$ cat src/rtl/score_bcd_if.sv
// score_bcd_if
// Request/result bundle between a score source and score_bcd_converter.
//   start  : conversion request (driven by master)
//   bin    : unsigned binary value to convert (driven by master)
//   busy   : conversion in progress (driven by slave)
//   done   : one-cycle pulse when digits/blank update (driven by slave)
//   digits : BCD result, digit k in bits [4k+3:4k] (driven by slave)
//   blank  : leading-zero flags, blank[0] always 0 (driven by slave)
interface score_bcd_if #(
  parameter int BIN_W  = 16,
  parameter int DIGITS = 5
);
  logic                  start;
  logic [BIN_W-1:0]      bin;
  logic                  busy;
  logic                  done;
  logic [4*DIGITS-1:0]   digits;
  logic [DIGITS-1:0]     blank;

  modport master (output start, bin, input busy, done, digits, blank);
  modport slave  (input start, bin, output busy, done, digits, blank);
endinterface

$ cat src/rtl/score_bcd_converter.sv
// score_bcd_converter
// Sequential shift-and-add-3 binary-to-BCD converter for the score display.
// One BIN_W-cycle conversion per request; digits/blank hold the last result
// until the edge that raises done.
//   clk   : clock, rising edge active
//   reset : asynchronous active-low reset
//   bus   : score_bcd_if slave modport (start/bin in, busy/done/digits/blank out)
//
// state | meaning
// ------+----------------------------------------------
// IDLE  | waiting for start, result registers stable
// SHIFT | one add-3 + shift per cycle, BIN_W cycles
module score_bcd_converter #(
  parameter int BIN_W  = 16,
  parameter int DIGITS = 5
) (
  input  logic        clk,
  input  logic        reset,
  score_bcd_if.slave  bus
);

  localparam int ACC_W = 4 * DIGITS;
  localparam int CNT_W = (BIN_W > 1) ? $clog2(BIN_W) : 1;
  localparam logic [CNT_W-1:0]  CNT_LAST  = CNT_W'(BIN_W - 1);
  localparam logic [DIGITS-1:0] BLANK_RST = {DIGITS{1'b1}} << 1;

  typedef enum logic {IDLE, SHIFT} state_t;

  state_t             state, state_nxt;
  logic [BIN_W-1:0]   sr, sr_nxt;
  logic [ACC_W-1:0]   acc, acc_nxt, acc_adj, acc_sh;
  logic [CNT_W-1:0]   cnt, cnt_nxt;
  logic               busy_q, busy_nxt;
  logic               done_q, done_nxt;
  logic [ACC_W-1:0]   digits_q, digits_nxt;
  logic [DIGITS-1:0]  blank_q, blank_nxt, blank_sh;
  logic               zero_hi;

  // Add-3 on the pre-shift accumulator, then the combined {acc,sr} shift.
  // blank_sh is derived from the shifted value so it matches the digits
  // captured on the final shift.
  always_comb begin
    acc_adj = acc;
    for (int k = 0; k < DIGITS; k++) begin
      if (acc[4*k +: 4] >= 4'd5)
        acc_adj[4*k +: 4] = acc[4*k +: 4] + 4'd3;
    end
    acc_sh = {acc_adj[ACC_W-2:0], sr[BIN_W-1]};

    blank_sh = '0;
    zero_hi  = 1'b1;
    for (int k = DIGITS - 1; k >= 1; k--) begin
      zero_hi     = zero_hi & (acc_sh[4*k +: 4] == 4'd0);
      blank_sh[k] = zero_hi;
    end
  end

  always_comb begin
    state_nxt  = state;
    sr_nxt     = sr;
    acc_nxt    = acc;
    cnt_nxt    = cnt;
    busy_nxt   = busy_q;
    done_nxt   = 1'b0;
    digits_nxt = digits_q;
    blank_nxt  = blank_q;
    case (state)
      IDLE: begin
        if (bus.start) begin
          sr_nxt    = bus.bin;
          acc_nxt   = '0;
          cnt_nxt   = '0;
          busy_nxt  = 1'b1;
          state_nxt = SHIFT;
        end
      end
      SHIFT: begin
        acc_nxt = acc_sh;
        sr_nxt  = sr << 1;
        cnt_nxt = cnt + CNT_W'(1);
        if (cnt == CNT_LAST) begin
          digits_nxt = acc_sh;
          blank_nxt  = blank_sh;
          done_nxt   = 1'b1;
          busy_nxt   = 1'b0;
          state_nxt  = IDLE;
        end
      end
      default: state_nxt = IDLE;
    endcase
  end

  always_ff @(posedge clk or negedge reset) begin
    if (!reset) begin
      state    <= IDLE;
      sr       <= '0;
      acc      <= '0;
      cnt      <= '0;
      busy_q   <= 1'b0;
      done_q   <= 1'b0;
      digits_q <= '0;
      blank_q  <= BLANK_RST;
    end else begin
      state    <= state_nxt;
      sr       <= sr_nxt;
      acc      <= acc_nxt;
      cnt      <= cnt_nxt;
      busy_q   <= busy_nxt;
      done_q   <= done_nxt;
      digits_q <= digits_nxt;
      blank_q  <= blank_nxt;
    end
  end

  assign bus.busy   = busy_q;
  assign bus.done   = done_q;
  assign bus.digits = digits_q;
  assign bus.blank  = blank_q;

endmodule

$ cat src/flat_wrapper.sv
// flat-port wrapper written by rule: the top's interface ports become plain ports
module score_bcd_converter_flat 
#(
  parameter int BIN_W  = 16,
  parameter int DIGITS = 5
)
  (clk, reset, bus_start, bus_bin, bus_busy, bus_done, bus_digits, bus_blank);
  score_bcd_if #(.BIN_W(BIN_W), .DIGITS(DIGITS)) bus_i ();
  input  logic clk;
  input  logic reset;
  input wire logic [$bits(bus_i.start)-1:0] bus_start;
  input wire logic [$bits(bus_i.bin)-1:0] bus_bin;
  output wire logic [$bits(bus_i.busy)-1:0] bus_busy;
  output wire logic [$bits(bus_i.done)-1:0] bus_done;
  output wire logic [$bits(bus_i.digits)-1:0] bus_digits;
  output wire logic [$bits(bus_i.blank)-1:0] bus_blank;
  assign bus_i.start = bus_start;
  assign bus_i.bin = bus_bin;
  assign bus_busy = bus_i.busy;
  assign bus_done = bus_i.done;
  assign bus_digits = bus_i.digits;
  assign bus_blank = bus_i.blank;
  score_bcd_converter #(.BIN_W(BIN_W), .DIGITS(DIGITS)) u_core (.clk(clk), .reset(reset), .bus(bus_i));
endmodule
$ cat config.mk
export PLATFORM = sky130hd
export DESIGN_NAME = score_bcd_converter_flat
export DESIGN_NICKNAME = d
export VERILOG_FILES = /design/src/rtl/score_bcd_if.sv /design/src/rtl/score_bcd_converter.sv /design/src/flat_wrapper.sv
export SDC_FILE = /design/constraint.sdc
export NUM_CORES = 1
export LEC_CHECK = 0
export CAP_MARGIN = 20
export CORE_ASPECT_RATIO = 1.25
export CORE_MARGIN = 4
export CORE_UTILIZATION = 55
export CTS_CLUSTER_DIAMETER = 200
export CTS_CLUSTER_SIZE = 28
export DETAILED_ROUTE_END_ITERATION = 8
export HOLD_SLACK_MARGIN = 0.02
export PLACE_DENSITY = 0.79
export SYNTH_ARGS = -nofsm -noshare
export SYNTH_HDL_FRONTEND = slang
export SYNTH_SLANG_ARGS = --single-unit
$ cat constraint.sdc
create_clock -name clk -period 5.3 [get_ports clk]
set_input_delay 1.325 -clock clk [delete_from_list [all_inputs] [get_ports clk]]
set_output_delay 1.325 -clock clk [all_outputs]
set_load 0.02 [all_outputs]
* Word level (Yosys, flattened, before mapping)
Index checks and enable logic that the tools add are counted.
** Storage, ports and cells
- Register bits :: 67
- Input port bits :: 19
** Cells by class
- Add/sub/neg operators :: 6
- Order comparisons :: 5
- Eq/ne operators :: 3
- Muxes and demuxes :: 19
- Bitwise gates (word level) :: 4
- Reductions and logical operators :: 6
** Operators with widths (count)
- $pmux W20 S2 :: 1
- $pmux W16 S2 :: 1
- $ge A4 B3 Y1 const B :: 5
- $mux W20 :: 1
- $mux W4 :: 5
- $add A4 B2 Y4 const B :: 4
- $logic_not A4 Y1 :: 4
- $mux W16 :: 1
- $pmux W4 S2 :: 1
- $mux W1 :: 6
- $add A4 B1 Y4 const B :: 1
- $eq A4 B4 Y1 const B :: 1
- $ne A2 B2 Y1 const B :: 2
- $pmux W1 S2 :: 2
- $reduce_and A2 Y1 :: 2
- $add A3 B2 Y3 const B :: 1
- $and A1 B1 Y1 :: 3
- $mux W3 :: 1
- $not A1 Y1 :: 1

* Logic depth before layout (Yosys ltp)
- Depth in word-level cells :: 6
- Depth in mapped cells :: 7
- Gate-level depth less buffers :: 7

* Worst setup path before layout
No wires, ideal clock.
- Kind :: input to register
- Start :: input bus_start
- End :: register u_core.sr[13]
- Arrival :: 2.076 ns
- Setup slack :: 3.088 ns
- Cell stages on the path :: 4
- Buffers on the path :: 2
- Path through :: buf_2 > buf_2 > mux2i_1 > o21ai_0
** On the way
- Word-level cells in the longest chain between the ends :: 1
** RTL lines
- start, declared :: RTL line flat_wrapper.sv:11 : input wire logic [$bits(bus_i.start)-1:0] bus_start;
- $ne A2 B2 Y1 (no source line)
- end signal, assigned :: RTL line score_bcd_converter.sv:105 : sr <= sr_nxt;
- end, declared :: RTL line score_bcd_converter.sv:30 : logic [BIN_W-1:0] sr, sr_nxt;
No other way between the ends.
A chain may end at the register's enable or synchronous reset.

* Worst setup path after layout
- Start :: input bus_start
- End :: register u_core.sr[14]
Same word-level chain as after synthesis.

==> impl_metrics.py <==
metrics = {
    "run_status": {
        "status": "complete, no violations",
    },
    "sta": {
        "min_period_ns": 2.806,
        "relSlewSlack_pct": 44.90,
        "finalSetupViolations": 0,
        "skew_ns": 0.008224,
        "max_slew.worst_pin.slew_ns": 0.8265,
        "fmax_ghz": 0.3564,
        "slew_violations": 0,
        "final.period_utilization_pct": 52.94,
        "rsz0062_at_grt": "no",
        "fin_setup_tns_ns": 0,
        "hold_viol": 0,
        "worst_hold_slack_ns": 0.4593,
    },
    "detailed_routing": {
        "first_pass_iters": 4,
        "via_per_inst": 5.490,
        "drt_iter0_drc": 134,
        "vias": 2487,
        "totalWireLength_microns": 6242,
        "wl_per_cell_microns": 13.78,
        "route.detailed.drc": 0,
        "ant_nets": 0,
    },
    "die": {
        "io_pins": 46,
        "die_area_sq_mm": 0.007122,
        "fp.coreArea_sq_mm": 0.005555,
        "die_y_microns": 93.36,
        "rows": 30,
        "start_util_pct": 57.70,
        "die_x_microns": 76.29,
    },
    "layout": {
        "nNetsFinal": 414,
        "area_growth_pct": 21.00,
        "diodes": 0,
        "drive_gt1_share_pct": 6.941,
    },
    "clocking": {
        "cts_resized": 0,
        "clk_latency_ns": 0.34,
        "clkSinkCount": 67,
        "ctsHtreeMaxLevel": 3,
        "cts_root_buffer": "clkbuf_8",
        "postCtsSetupBuffers": 0,
        "hold_buffers": 0,
        "cts_tree": "yes",
        "cts.path.max_buffers": 2,
        "cts_buffers": 9,
        "clk_pin_slew_worst_paths_ns": 0.06,
    },
    "power": {
        "comb_power_share_pct": 45.2,
        "internal_power_w": 0.001442,
        "clockPowerShare_pct": 17.8,
        "power.switching_w": 0.0009458,
        "netSwitchingFraction_pct": 39.61,
        "seqPwrFrac_pct": 37.0,
        "p_per_area_mw_per_mm2": 615.7,
        "p_leak_nw": 1.800,
        "peakVddDrop_uv": 290.8,
    },
    "logic_synthesis": {
        "synthArstFlopShare_pct": 100.0,
        "seq_area_frac_synth_pct": 52.46,
        "synth_top_cell_by_area": "dfrtp_1",
        "syn-num-nets": 372,
        "synth_edf_count": 0,
        "syn_area_per_cell_sq_um": 9.373,
        "synth_cells": 342,
        "ys_types": 35,
        "synth_top_area_share_pct": 49.18,
        "synth_warnings": 0,
        "synthTopCellsByArea": "dfrtp_1 (49%), nand2_1 (11%), mux2i_1 (6.9%)",
        "ys_ff_latch": 67,
        "syn-cell-area_sq_mm": 0.003206,
        "ys.flop_type": "dfrtp_1",
    },
    "setup_path": {
        "critPathKind": "in2reg",
        "rr_worst_depth": 6,
        "end_kind": "register",
        "r2r-start": "u_core.acc[16]$_DFFE_PN0P_",
        "crit_required_ns": 5.49,
        "startpoint_type": "input port",
        "critPathArrivalTime_ns": 3.00,
        "regToRegEndpoint": "u_core.bus.blank[1]$_DFFE_PN1P_",
        "reg2reg_slack_ns": 3.20,
        "cp_max_fo": 22,
    },
    "placed_design": {
        "port_buffers": 44,
        "place.gp.congestion": 0.7959,
        "hpwl_microns": 4118,
    },
    "global_routing": {
        "grt_pass1_vias": 2503,
        "grt_pass1_wl_microns": 11060,
        "grt_max_degree": 68,
        "overflow": 0,
        "track_usage_pct": 19.16,
        "antenna_found_initial": 0,
    },
    "hold_path": {
        "holdPathStages": 2,
        "worst_hold_path.endpoint": "u_core.bus.blank[4]$_DFFE_PN1P_",
        "hold_class": "reg2reg",
        "hold_start": "u_core.bus.blank[4]$_DFFE_PN1P_",
    },
    "flow_run": {
        "max_cap_violations": 0,
    },
}
==> layer usage <==
metal / share of wire (%) / track usage [%]
met5: 0 / 0
met4: 1.8 / 8.610
met3: 4.9 / 4.721
met2: 49 / 32.77
met1: 45 / 22.91
==> sequential cells by signal, summed over array words and instances, names as in the netlist <==
| register | count |
|---|---|
| u_core.bus.digits | 20 |
| u_core.cnt | 4 |
| u_core.sr | 16 |
| u_core.acc | 20 |
| u_core.state | 1 |
| u_core.bus.blank | 4 |
| u_core.bus.done | 1 |
| u_core.bus.busy | 1 |
==> critical path, stage by stage <==
cell,delay (ns)
clkdlybuf4s50_1,0.94
buf_4,0.41
mux2i_1,0.22
o21ai_0,0.10
==> cell usage in the layout, fill, tap and decap left out, types with 2 or more instances in the layout <==
| cell | synthesis | layout |
|---|---|---|
| a22o_1 | 2 | 2 |
| o31ai_1 | 7 | 7 |
| dfstp_2 | 4 | 4 |
| and3_1 | 2 | 2 |
| a21o_1 | 2 | 2 |
| inv_1 | 11 | 11 |
| clkbuf_8 | 0 | 11 |
| nor3_1 | 2 | 2 |
| clkdlybuf4s50_1 | 0 | 43 |
| o22ai_1 | 7 | 7 |
| inv_2 | 2 | 2 |
| nand3_1 | 5 | 5 |
| dfrtp_1 | 63 | 63 |
| o21ai_0 | 39 | 39 |
| ha_1 | 11 | 11 |
| nand2b_1 | 6 | 6 |
| nand2_1 | 92 | 92 |
| a21oi_1 | 12 | 12 |
| buf_4 | 1 | 4 |
| mux2i_1 | 22 | 22 |
| nor3b_1 | 7 | 7 |
| nor2_1 | 12 | 12 |
| clkbuf_1 | 12 | 3 |
| and2_1 | 2 | 2 |
| xnor2_1 | 5 | 5 |
==> worst max-delay path by stage <==
stage | to | startpoint | slack, ns | depth (start not counted)
6_report | u_core.sr[14]$_DFFE_PN0P_ | bus_start | 2.49 | 4
5_1_grt | u_core.sr[8]$_DFFE_PN0P_ | bus_start | 2.39 | 4
4_1_cts | bus_blank[2] | u_core.bus.blank[2]$_DFFE_PN1P_ | 2.49 | 1
3_5_place_dp | u_core.sr[8]$_DFFE_PN0P_ | bus_start | 2.11 | 4
3_3_place_gp | u_core.sr[11]$_DFFE_PN0P_ | bus_start | 2.18 | 4
2_1_floorplan | u_core.sr[13]$_DFFE_PN0P_ | bus_start | 3.09 | 4
==> power groups by stage <==
stage	clock, W	sequential (W)	combinational [W]
finish	0.000424	0.000885	0.00108
global route	0.000454	0.000916	0.00123
CTS	0.000431	0.000884	0.00109
detailed placement	0	0.000890	0.00108
global placement	0	0.000881	0.00105
floorplan	0	0.000950	0.000672
==> final cells by class <==
| type | count | area, sq um |
|---|---|---|
| Clock inverter | 2 | 35.03 |
| Multi-Input combinational cell | 245 | 1405 |
| Inverter | 13 | 48.80 |
| Timing Repair Buffer | 48 | 465.4 |
| Sequential cell | 67 | 1682 |
| Fill cell | 455 | 1677 |
| Tap cell | 64 | 80.08 |
| Clock buffer | 14 | 162.7 |
==> cell usage after synthesis (all sizes together) (4+ instances only) <==
master,n
nand2,92
dfrtp,63
o21ai,41
mux2i,22
a21oi,13
inv,13
clkbuf,12
nor2,12
ha,11
nor3b,7
o22ai,7
o31ai,7
nand2b,6
buf,5
nand3,5
xnor2,5
dfstp,4
==> cell families after synthesis <==
| logic type | after synthesis | synth area share, % |
|---|---|---|
| xor+xnor | 6 | 1.639 |
| flops | 67 | 52.46 |
| fa+ha+maj | 11 | 4.293 |
| other cells | 1 | 0.1170 |
| mux | 22 | 6.870 |
| simple gates | 130 | 17.33 |
| compound gates | 75 | 13.58 |
| buf+inv | 30 | 3.708 |
==> through the flow <==
stage                     std cells  power [W]  area [sq um]  util [%]  worst slack (ns)
after floorplan                 342   0.001622          3206         -             3.088
after global placement          437   0.001928          3681     66.26             2.185
after detailed placement        437   0.001971          3681     66.26             2.115
after CTS                       453   0.002401          3879     69.82             2.491
after global routing            453   0.002599          3879     69.82             2.386
final                           453   0.002388          3879     69.82             2.494
Note: power is estimated with default switching activity, not from simulation.
==> variant, RTL diff (same settings) <==
`DIGITS` is set to 5 in 3 places; all go to 6.
--- a/src/rtl/score_bcd_if.sv
+++ b/src/rtl/score_bcd_if.sv
@@ -9,5 +9,5 @@
 interface score_bcd_if #(
   parameter int BIN_W  = 16,
-  parameter int DIGITS = 5
+  parameter int DIGITS = 6
 );
   logic                  start;
--- a/src/rtl/score_bcd_converter.sv
+++ b/src/rtl/score_bcd_converter.sv
@@ -13,5 +13,5 @@
 module score_bcd_converter #(
   parameter int BIN_W  = 16,
-  parameter int DIGITS = 5
+  parameter int DIGITS = 6
 ) (
   input  logic        clk,
--- a/src/flat_wrapper.sv
+++ b/src/flat_wrapper.sv
@@ -3,5 +3,5 @@
 #(
   parameter int BIN_W  = 16,
-  parameter int DIGITS = 5
+  parameter int DIGITS = 6
 )
   (clk, reset, bus_start, bus_bin, bus_busy, bus_done, bus_digits, bus_blank);
Ports: changed (resized bus_blank and bus_digits); port bits go from 46 to 51. The function was not compared with the original's and may differ.
==> variant against the original RTL <==
- clock skew rose by 0.0057 ns
- register-to-register slack got worse by 0.28 ns
- sequential cell count rose by 9
- sequential share of layout area rose by 0.34 points
- setup slack got worse by 0.024 ns
- cell area rose by 13%
- combinational power rose by 19%
- wire length rose by 21%
- synthesized area rose by 14%
- power rose by 12%
==> variant: results (changes against the original RTL) <==
Parameter                              Value

Outcome
  Run status    finished clean

Routing
  Drt initial violations    191 (+43%)
  Average vias per placed instance    5.434 (-1.0%)
  Total Wirelength    7565 um (+21%)

Place
  Number of buffer cells added on primary ports    49 (+11%)
  Placed cell count    503 (+15%)
  Estimated wirelength of the detail-placed design    5263 um (+28%)
  Weighted congestion at the end of routability-driven global placement    0.8149 (+2.4%)

Logic synthesis
  Largest cells by area after synthesis    sky130_fd_sc_hd__dfrtp_1 48%, sky130_fd_sc_hd__nand2_1 10%, sky130_fd_sc_hd__mux2i_1 6.0%
  Seq/Total Area, Yosys    0.5208 (-0.003757)
  Number of instances in the synthesized netlist    382 (+12%)
  Post-synth top cells    98 x sky130_fd_sc_hd__nand2_1, 71 x sky130_fd_sc_hd__dfrtp_1, 39 x sky130_fd_sc_hd__o21ai_0, 22 x sky130_fd_sc_hd__mux2i_1, 17 x sky130_fd_sc_hd__a21oi_1
  Net count of the mapped netlist    414 (+11%)
  Count of distinct cell types in the synthesized netlist    36 (+2.9%)

Clock network
  Number of CTS-inserted buffers    9 (unchanged)
  Total of hold buffers inserted after clock tree synthesis    0 (unchanged)

GRT
  Largest net degree at the start of global routing    46 (-32%)
  Aggregate global-route resource usage    0.2027 (+0.01104)
  Number of global-route vias before repair    2,797 (+12%)
  Global-route wire length before repair    12,690 um (+15%)
  Number of antenna violations at the first check in global routing    0 (unchanged)

Timing
  Hold Slack    0.4685 ns (+0.009228 ns)
  Final worst clock skew    0.01393 ns (+0.005708 ns)
  Relative max-transition margin    0.3517 (-0.09730)

Cells and area
  Layout cells sized above 1    0.06944 (about the same)
  Fin cells    519 (+15%)
  Number of nets in the layout    459 (+11%)
  Filler cells    584 (+28%)

Pwr
  Maximum vdd ir drop    0.0002505 V (-14%)
  P_leak    1.999 nW (+11%)

Worst setup path
  Reg2Reg Launch Point    u_core.state
  Maximum fanout encountered on the critical timing path    24 (+9.1%)
  Reg-to-reg slack, setup    2.92 ns (-0.28 ns)
  Data arrival time of the critical path    3.03 ns (+0.03 ns)

Worst hold path
  Worst Hold Class    flip-flop to flip-flop
-- variant: changes by cell type after synthesis, sizes merged, moves of 3 or more --
cell,unedited run,this run
a21oi,13,19
nand2,92,98
o22ai,7,12
nor2,12,9
nand3,5,2
dfrtp,63,71
mux2,0,4
-- variant: cell type report --
class | count | share of cell area
Timing Repair Buffer | 53 | 0.1181
Inverter | 16 | 0.01404
Multi-Input combinational cell | 271 | 0.3693
Tap cell | 87 | 0.02493
Sequential cell | 76 | 0.4370
Clock buffer | 16 | 0.03668
-- variant: critical path: stages --
cell and delay, ns:
sky130_fd_sc_hd__clkdlybuf4s50_1 0.96, sky130_fd_sc_hd__buf_4 0.44, sky130_fd_sc_hd__mux2i_1 0.21, sky130_fd_sc_hd__o21ai_0 0.09
-- variant: stage by stage --
step                      instance area (um2)  setup WS (ns)
after global routing                     4367          2.365
after floorplan                          3664          3.217
after global placement                   4207          2.157
after CTS                                4367          2.468
after detailed placement                 4207          2.099
final                                    4367          2.470
-- variant: cells by family after synthesis --
kind of cell	synth area share
XOR/XNOR	0.01674
multiplexers	0.07240
flip-flops	0.5208
AO/OA/AOI/OAI	0.1452
buffers and inverters	0.03893
adder cells (fa/ha/maj)	0.04440
AND/OR/NAND/NOR	0.1605
other	0.001024
-- variant: power by group --
group	internal, W	switching (W)
combinational	0.000560	0.000717
sequential	0.000823	0.000192
clock	0.000185	0.000193
total	0.00157	0.00110
-- variant: how the worst max path moves through the flow --
stage / startpoint / cells after the start / end / slack, ns
finish: bus_start / 4 / u_core.sr[10] / 2.47
global placement: bus_start / 4 / u_core.sr[14] / 2.16
detailed placement: bus_start / 4 / u_core.sr[15] / 2.10
CTS: bus_start / 4 / u_core.sr[15] / 2.47
floorplan: bus_start / 3 / u_core.acc[10] / 3.22
global route: bus_start / 4 / u_core.sr[15] / 2.37
-- variant: per-layer routing --
layer | track usage | up-vias | part of all wire
met5 | 0 | - | 0
met4 | 0.1144 | 0 | 0.027
met3 | 0.03986 | 18 | 0.048
met2 | 0.3245 | 77 | 0.49
met1 | 0.2539 | 1340 | 0.44
li1 | - | 1385 | -
